File: src/rtl/multicycle_seq_if.sv
// Unified instruction/data memory port between the multi-cycle sequencer (master)
// and the memory (slave).
interface multicycle_seq_if;
    logic        mem_req;
    logic        mem_we;
    logic        addr_sel;
    logic        mem_ready;
    logic [31:0] mem_rdata;

    modport master (output mem_req, mem_we, addr_sel, input mem_ready, mem_rdata);
    modport slave  (input mem_req, mem_we, addr_sel, output mem_ready, mem_rdata);
endinterface

File: src/rtl/multicycle_seq.sv
// Multi-cycle LEGv8 sequencer: FETCH/DECODE/EXEC/MEM/WB FSM driving the shared datapath.
// Optional PERF_CNT_EN adds cycle_cnt/instr_cnt performance counters.
module multicycle_seq #(
    parameter int MEM_TIMEOUT = 16,
    parameter int TO_W        = 5
) (
    input  logic                    clk,
    input  logic                    rst_n,
    multicycle_seq_if.master        bus,
    input  logic                    alu_zero,
    input  logic                    flag_cond,
    output logic                    ir_write,
    output logic                    pc_write,
    output logic [1:0]              pc_src,
    output logic                    Reg2Loc,
    output logic                    ALUSrc,
    output logic [1:0]              ALUOp,
    output logic                    RegWrite,
    output logic                    MemToReg,
    output logic                    FlagWrite,
    output logic                    trap,
    output logic                    retire,
    output logic [2:0]              state
`ifdef PERF_CNT_EN
    ,
    output logic [31:0]             cycle_cnt,
    output logic [31:0]             instr_cnt
`endif
);
    localparam logic [2:0] S_IDLE   = 3'd0;
    localparam logic [2:0] S_FETCH  = 3'd1;
    localparam logic [2:0] S_DECODE = 3'd2;
    localparam logic [2:0] S_EXEC   = 3'd3;
    localparam logic [2:0] S_MEM    = 3'd4;
    localparam logic [2:0] S_WB     = 3'd5;
    localparam logic [2:0] S_TRAP   = 3'd6;

    logic [31:0]     ir;
    logic [2:0]      nextState;
    logic [TO_W-1:0] toCnt;
    logic            memWait, toHit;
    logic            isB, isCbz, isBcond, isMovz, isCmp, isSubi, isAdd, isLdur, isStur, legal;
    logic            unusedIrLow;

    assign isCbz   = ir[31:24] == 8'b10110100;
    assign isB     = ir[31:26] == 6'b000101;
    assign isBcond = ir[31:24] == 8'b01010100;
    assign isMovz  = ir[31:23] == 9'b110100101;
    assign isCmp   = ir[31:24] == 8'b11101011;
    assign isSubi  = ir[31:23] == 9'b110100010;
    assign isAdd   = ir[31:21] == 11'b10001011000;
    assign isLdur  = ir[31:21] == 11'b11111000010;
    assign isStur  = ir[31:21] == 11'b11111000000;
    assign legal   = isCbz | isB | isBcond | isMovz | isCmp | isSubi | isAdd | isLdur | isStur;
    assign unusedIrLow = ^ir[20:0];

    assign trap    = (state == S_TRAP);
    assign memWait = bus.mem_req && !bus.mem_ready;

    // toHit fires on the wait cycle that brings the count up to MEM_TIMEOUT;
    // a ready in that same cycle masks it through memWait.
    generate
        if (MEM_TIMEOUT > 0) begin : gTimeout
            assign toHit = memWait && (toCnt == TO_W'(MEM_TIMEOUT - 1));
        end else begin : gNoTimeout
            assign toHit = 1'b0;
        end
    endgenerate

    always_comb begin
        nextState = state;
        case (state)
            S_IDLE:   nextState = S_FETCH;
            S_FETCH:  if (bus.mem_ready) nextState = S_DECODE;
                      else if (toHit)    nextState = S_TRAP;
            S_DECODE: nextState = legal ? S_EXEC : S_TRAP;
            S_EXEC:   if (isAdd || isSubi || isMovz) nextState = S_WB;
                      else if (isLdur || isStur)     nextState = S_MEM;
                      else                           nextState = S_FETCH;
            S_MEM:    if (bus.mem_ready) nextState = isStur ? S_FETCH : S_WB;
                      else if (toHit)    nextState = S_TRAP;
            S_WB:     nextState = S_FETCH;
            default:  nextState = S_TRAP;
        endcase
    end

    always_comb begin
        bus.mem_req  = 1'b0;
        bus.mem_we   = 1'b0;
        bus.addr_sel = 1'b0;
        ir_write     = 1'b0;
        pc_write     = 1'b0;
        pc_src       = 2'b00;
        Reg2Loc      = 1'b0;
        ALUSrc       = 1'b0;
        ALUOp        = 2'b00;
        RegWrite     = 1'b0;
        MemToReg     = 1'b0;
        FlagWrite    = 1'b0;
        retire       = 1'b0;
        case (state)
            S_FETCH: begin
                bus.mem_req = 1'b1;
                ir_write    = bus.mem_ready;
                pc_write    = bus.mem_ready;
            end
            S_DECODE: Reg2Loc = isCbz || isStur;
            S_EXEC: begin
                // Branch offsets are applied to the already-advanced PC by the datapath.
                if (isB)     begin pc_write = 1'b1; pc_src = 2'b01; retire = 1'b1; end
                if (isCbz)   begin ALUOp = 2'b01; Reg2Loc = 1'b1; pc_write = alu_zero;
                                   pc_src = 2'b01; retire = 1'b1; end
                if (isBcond) begin pc_write = flag_cond; pc_src = 2'b01; retire = 1'b1; end
                if (isCmp)   begin ALUOp = 2'b01; FlagWrite = 1'b1; retire = 1'b1; end
                if (isAdd)   ALUOp = 2'b10;
                if (isSubi)  begin ALUOp = 2'b10; ALUSrc = 1'b1; end
                if (isMovz || isLdur || isStur) ALUSrc = 1'b1;
            end
            S_MEM: begin
                bus.mem_req  = 1'b1;
                bus.addr_sel = 1'b1;
                bus.mem_we   = isStur;
                retire       = isStur && bus.mem_ready;
            end
            S_WB: begin
                RegWrite = 1'b1;
                MemToReg = isLdur;
                retire   = 1'b1;
            end
            default: ;
        endcase
    end

    always_ff @(posedge clk) begin
        if (!rst_n) begin
            state <= S_IDLE;
            ir    <= '0;
            toCnt <= '0;
        end else begin
            state <= nextState;
            if (ir_write) ir <= bus.mem_rdata;
            if (nextState != state) toCnt <= '0;
            else if (memWait)       toCnt <= toCnt + TO_W'(1);
        end
    end

`ifdef PERF_CNT_EN
    always_ff @(posedge clk) begin
        if (!rst_n) begin
            cycle_cnt <= '0;
            instr_cnt <= '0;
        end else begin
            if (state != S_IDLE && state != S_TRAP) cycle_cnt <= cycle_cnt + 32'd1;
            if (retire)                             instr_cnt <= instr_cnt + 32'd1;
        end
    end
`endif
endmodule

File: src/flat_wrapper.sv
// flat-port wrapper written by rule: the top's interface ports become plain ports
module multicycle_seq_flat 
#(
    parameter int MEM_TIMEOUT = 16,
    parameter int TO_W        = 5
)
  (clk, rst_n, alu_zero, flag_cond, ir_write, pc_write, pc_src, Reg2Loc, ALUSrc, ALUOp, RegWrite, MemToReg, FlagWrite, trap, retire, state, bus_mem_req, bus_mem_we, bus_addr_sel, bus_mem_ready, bus_mem_rdata);
  multicycle_seq_if bus_i ();
  input  logic clk;
  input  logic rst_n;
  input  logic alu_zero;
  input  logic flag_cond;
  output logic ir_write;
  output logic pc_write;
  output logic [1:0] pc_src;
  output logic Reg2Loc;
  output logic ALUSrc;
  output logic [1:0] ALUOp;
  output logic RegWrite;
  output logic MemToReg;
  output logic FlagWrite;
  output logic trap;
  output logic retire;
  output logic [2:0] state;
  output wire logic [$bits(bus_i.mem_req)-1:0] bus_mem_req;
  output wire logic [$bits(bus_i.mem_we)-1:0] bus_mem_we;
  output wire logic [$bits(bus_i.addr_sel)-1:0] bus_addr_sel;
  input wire logic [$bits(bus_i.mem_ready)-1:0] bus_mem_ready;
  input wire logic [$bits(bus_i.mem_rdata)-1:0] bus_mem_rdata;
  assign bus_mem_req = bus_i.mem_req;
  assign bus_mem_we = bus_i.mem_we;
  assign bus_addr_sel = bus_i.addr_sel;
  assign bus_i.mem_ready = bus_mem_ready;
  assign bus_i.mem_rdata = bus_mem_rdata;
  multicycle_seq #(.MEM_TIMEOUT(MEM_TIMEOUT), .TO_W(TO_W)) u_core (.clk(clk), .rst_n(rst_n), .bus(bus_i), .alu_zero(alu_zero), .flag_cond(flag_cond), .ir_write(ir_write), .pc_write(pc_write), .pc_src(pc_src), .Reg2Loc(Reg2Loc), .ALUSrc(ALUSrc), .ALUOp(ALUOp), .RegWrite(RegWrite), .MemToReg(MemToReg), .FlagWrite(FlagWrite), .trap(trap), .retire(retire), .state(state));
endmodule
File: config.mk
export PLATFORM = sky130hd
export DESIGN_NAME = multicycle_seq_flat
export DESIGN_NICKNAME = d
export VERILOG_FILES = /design/src/rtl/multicycle_seq_if.sv /design/src/rtl/multicycle_seq.sv /design/src/flat_wrapper.sv
export SDC_FILE = /design/constraint.sdc
export NUM_CORES = 1
export LEC_CHECK = 0
export ABC_AREA = 1
export CAP_MARGIN = 5
export CELL_PAD_IN_SITES_DETAIL_PLACEMENT = 1
export CELL_PAD_IN_SITES_GLOBAL_PLACEMENT = 2
export CORE_MARGIN = 4
export CORE_UTILIZATION = 21
export DETAILED_ROUTE_END_ITERATION = 6
export GPL_TIMING_DRIVEN = 0
export PLACE_DENSITY = 0.85
export SLEW_MARGIN = 20
export SYNTH_ARGS = -nofsm -noshare
export SYNTH_HDL_FRONTEND = slang
export SYNTH_SLANG_ARGS = --single-unit
export TNS_END_PERCENT = 50
File: constraint.sdc
create_clock -name clk -period 2.1 [get_ports clk]
set_input_delay 0.63 -clock clk [delete_from_list [all_inputs] [get_ports clk]]
set_output_delay 0.63 -clock clk [all_outputs]
set_load 0.01 [all_outputs]
==> results.toml <==
[clock_network]
clk_pin_slew_ns = 0.07
htree_levels = 1
root_buffer = "clkbuf_8"
cts_tree = "done"
numCtsBuffers = 3
cts_num_sinks = 19
clockBufferDepth = 2
clk_latency_ns = 0.26

[synth]
syn_area_mm2 = 0.001369
synth-xor-area-share_pct = 1.920
synth_common_cells = "nand2_1 (46), inv_1 (25), nor2_1 (24)"
avgSynthCellArea_um2 = 6.337
synthArstFlopShare_pct = 0
synth_warnings = 0
yosys.area_share.simple_pct = 42.23
synth_top_family_by_area = "simple AND/OR/NAND/NOR gates"
yosysTopAreaCellShare_pct = 27.79
synth_compound_area_share_pct = 14.08
ys_seq_elements = 19
synth_fp_nets = 255
synthCells = 216
synth_edf_count = 0
synth_fa_ha_area_share_pct = 1.828
synthMuxAreaShare_pct = 0.7313
synth_cell_types = 31
yosysMostFrequentCell = "nand2_1"
ys.flop_type = "dfxtp_1"
synth_area_leaders = "dfxtp_1 (28%), nand2_1 (13%), inv_1 (6.9%), nor2_1 (6.6%), nand3_1 (6.2%)"
synth.largest_area_cell = "dfxtp_1"
seq_area_frac_synth_pct = 27.79

[run]
cap_violations = 0

[timing]
fin_crit_sh_pct = 102.4
slew_viol_final = 0
finalSetupViolations = 5
grt_setup_unrepaired = "yes"
finalCriticalPeriod_ns = 2.150
max_freq_mhz = 465.2
clock_skew_ns = 0.005001
setup_slack_ns = -0.04981
hold_violations = 0
timing.hold.ws_ns = 0.4752

[global_routing]
grt_pass1_wl_um = 7403
antenna_found_initial = 0
overflow = 0
grt_use_total_pct = 11.59
grt_pass1_vias = 1627
grt_max_degree = 16

[drt]
postRouteAntennaNets = 0
dr.pass1.iters = 4
num_vias = 1546
viasPerCell = 4.430
drtIter0Drc = 29
routed_wl_um = 4629
wl_per_cell_um = 13.26
drc = 0

[cells_and_area]
multi_input_area_mm2 = 0.001046
n_fill_cell = 793
nNetsFinal = 312
drive_above_1_share_pct = 46.32
finalNonFillerCells = 349
area_growth_pct = 62.25
antenna_cells = 0
ff_latch_area_um2 = 414.1

[floorplan]
rows = 29
pin_count = 56
die_w_um = 88.74
floorplan.initialDensity_pct = 21.56
core-area_mm2 = 0.006350
die_height_um = 88.74
die_area_mm2 = 0.007874

[setup_path]
cpLargestDelayFamily = "simple AND/OR/NAND/NOR gates"
start_kind = "flip-flop"
crit_fanout = 4
cp_cell_sequence = "nand2_2 -> inv_2 -> nand2_2 -> nor2_4 -> buf_6 -> nand2_4 -> nand2_4 -> inv_2 -> a31oi_1 -> buf_2"
slowest_delay_ns = 0.37
reg2regPathDepth = 15
critPathRequiredTime_ns = 1.47
slowest_stage = "dfxtp_4"
arrival_ns = 1.52
path_class = "reg2out"
path_depth = 10
crit_path_end_kind = "output pin"
critPathBufInv = 4

[placement]
place_inst = 326
port_buffers = 33
place.detailed.hpwl_um = 3366
gp_congestion = 0.7980

[outcome]
violations = "setup timing"
status = "finished, violations left"

[power_and_ir_drop]
ir_drop_v = 0.0002731
power.leakage_uw = 0.0009983
power_density_mw_per_mm2 = 856.8

[hold_path]
hold_depth = 2
min_path_type = "reg2reg"
cell usage in the layout (no fill, tap or decap), types with 2 or more instances in the layout:
cell type,n
dfxtp_1,8
nand2_2,12
buf_4,16
nor2_4,11
dlygate4sd2_1,5
buf_2,6
dlymetal6s2s_1,3
clkbuf_2,3
clkdlybuf4s50_1,16
nand3_1,10
ha_1,2
nand3_2,5
buf_6,5
xor2_1,3
nand2_4,7
nor2_1,10
clkbuf_1,2
a21oi_1,12
inv_2,17
nand2_1,33
o21ai_0,10
dfxtp_4,8
o21ai_1,6
inv_4,4
clkbuf_8,3
a31oi_1,2
nor2_2,12
nand4_1,3
nor3_2,6
nand3_4,3
inv_1,14
dfxtp_2,3
kinds of logic (layout without fill, tap and decap cells):
family | Yosys count | in the layout
xor gates and xnor gates | 3 | 3
adders and majority gates | 2 | 2
muxes | 1 | 1
and+or+nand+nor | 115 | 115
DFF | 19 | 19
other | 1 | 1
AOI/OAI and AO/OA | 36 | 36
buffers and inverters | 39 | 95
final timing paths:
kind / from / to / slack [ns]
max: u_core.ir[28] / ALUSrc / -0.05
min reg2reg: u_core.ir[22] / u_core.ir[22] / 0.48
max reg2reg: u_core.ir[28] / u_core.toCnt[0] / 0.12
min: u_core.ir[22] / u_core.ir[22] / 0.48
worst register-to-register path, delay by kind of cell, from the launching register on:
family,cells,cell delay (ns)
and+or+nand+nor,8,0.73
DFF,1,0.37
AOI/OAI and AO/OA,1,0.05
buffers and inverters,6,0.73
repair_timing:
item	4_1_cts	5_1_grt
resized for setup	80	57
buffers inserted	17	4
pin swaps	10	22
hold buffers	0	0
endpoints found under the setup margin	15	19
sequential cells by signal (all words and copies together) (netlist names):
signal        flops
u_core.ir        11
u_core.state      3
u_core.toCnt      5
power breakdown:
group | switching [uW] | internal [uW]
registers | 114 | 456
clock network | 121 | 135
logic | 660 | 417
per-layer routing:
metal  part of all wire [%]  up-vias  global-route usage (%)
met5                      0        -                       0
met4                    1.0        0                   2.885
met3                    2.9        4                  0.9311
met2                     51       21                   20.72
met1                     45      718                   14.94
li1                       -      803                       -
per-stage QoR:
stage                     util (%)  setup TNS [ns]  cell area [um^2]  setup slack, ns  power (uW)
after floorplan                  -               0              1369           0.1014        1103
after global placement       28.28          -5.057              1795           -1.128        1398
after detailed placement     28.28          -5.162              1795           -1.136        1406
after CTS                    32.47         -0.6709              2062          -0.2254        1796
after global routing         34.98         -0.7385              2221          -0.1450        2067
final                        34.98         -0.1409              2221         -0.04981        1903
final cells by class:
cell class              count  share of cell area [%]
plain buffers               3                  0.7324
clock buffers               4                   2.028
inverters                  35                   6.366
multi-input cells         158                   47.10
flip-flops and latches     19                   18.65
well taps                  77                   4.338
repair buffers             53                   20.79
Note: power is estimated with default switching activity, not from simulation.
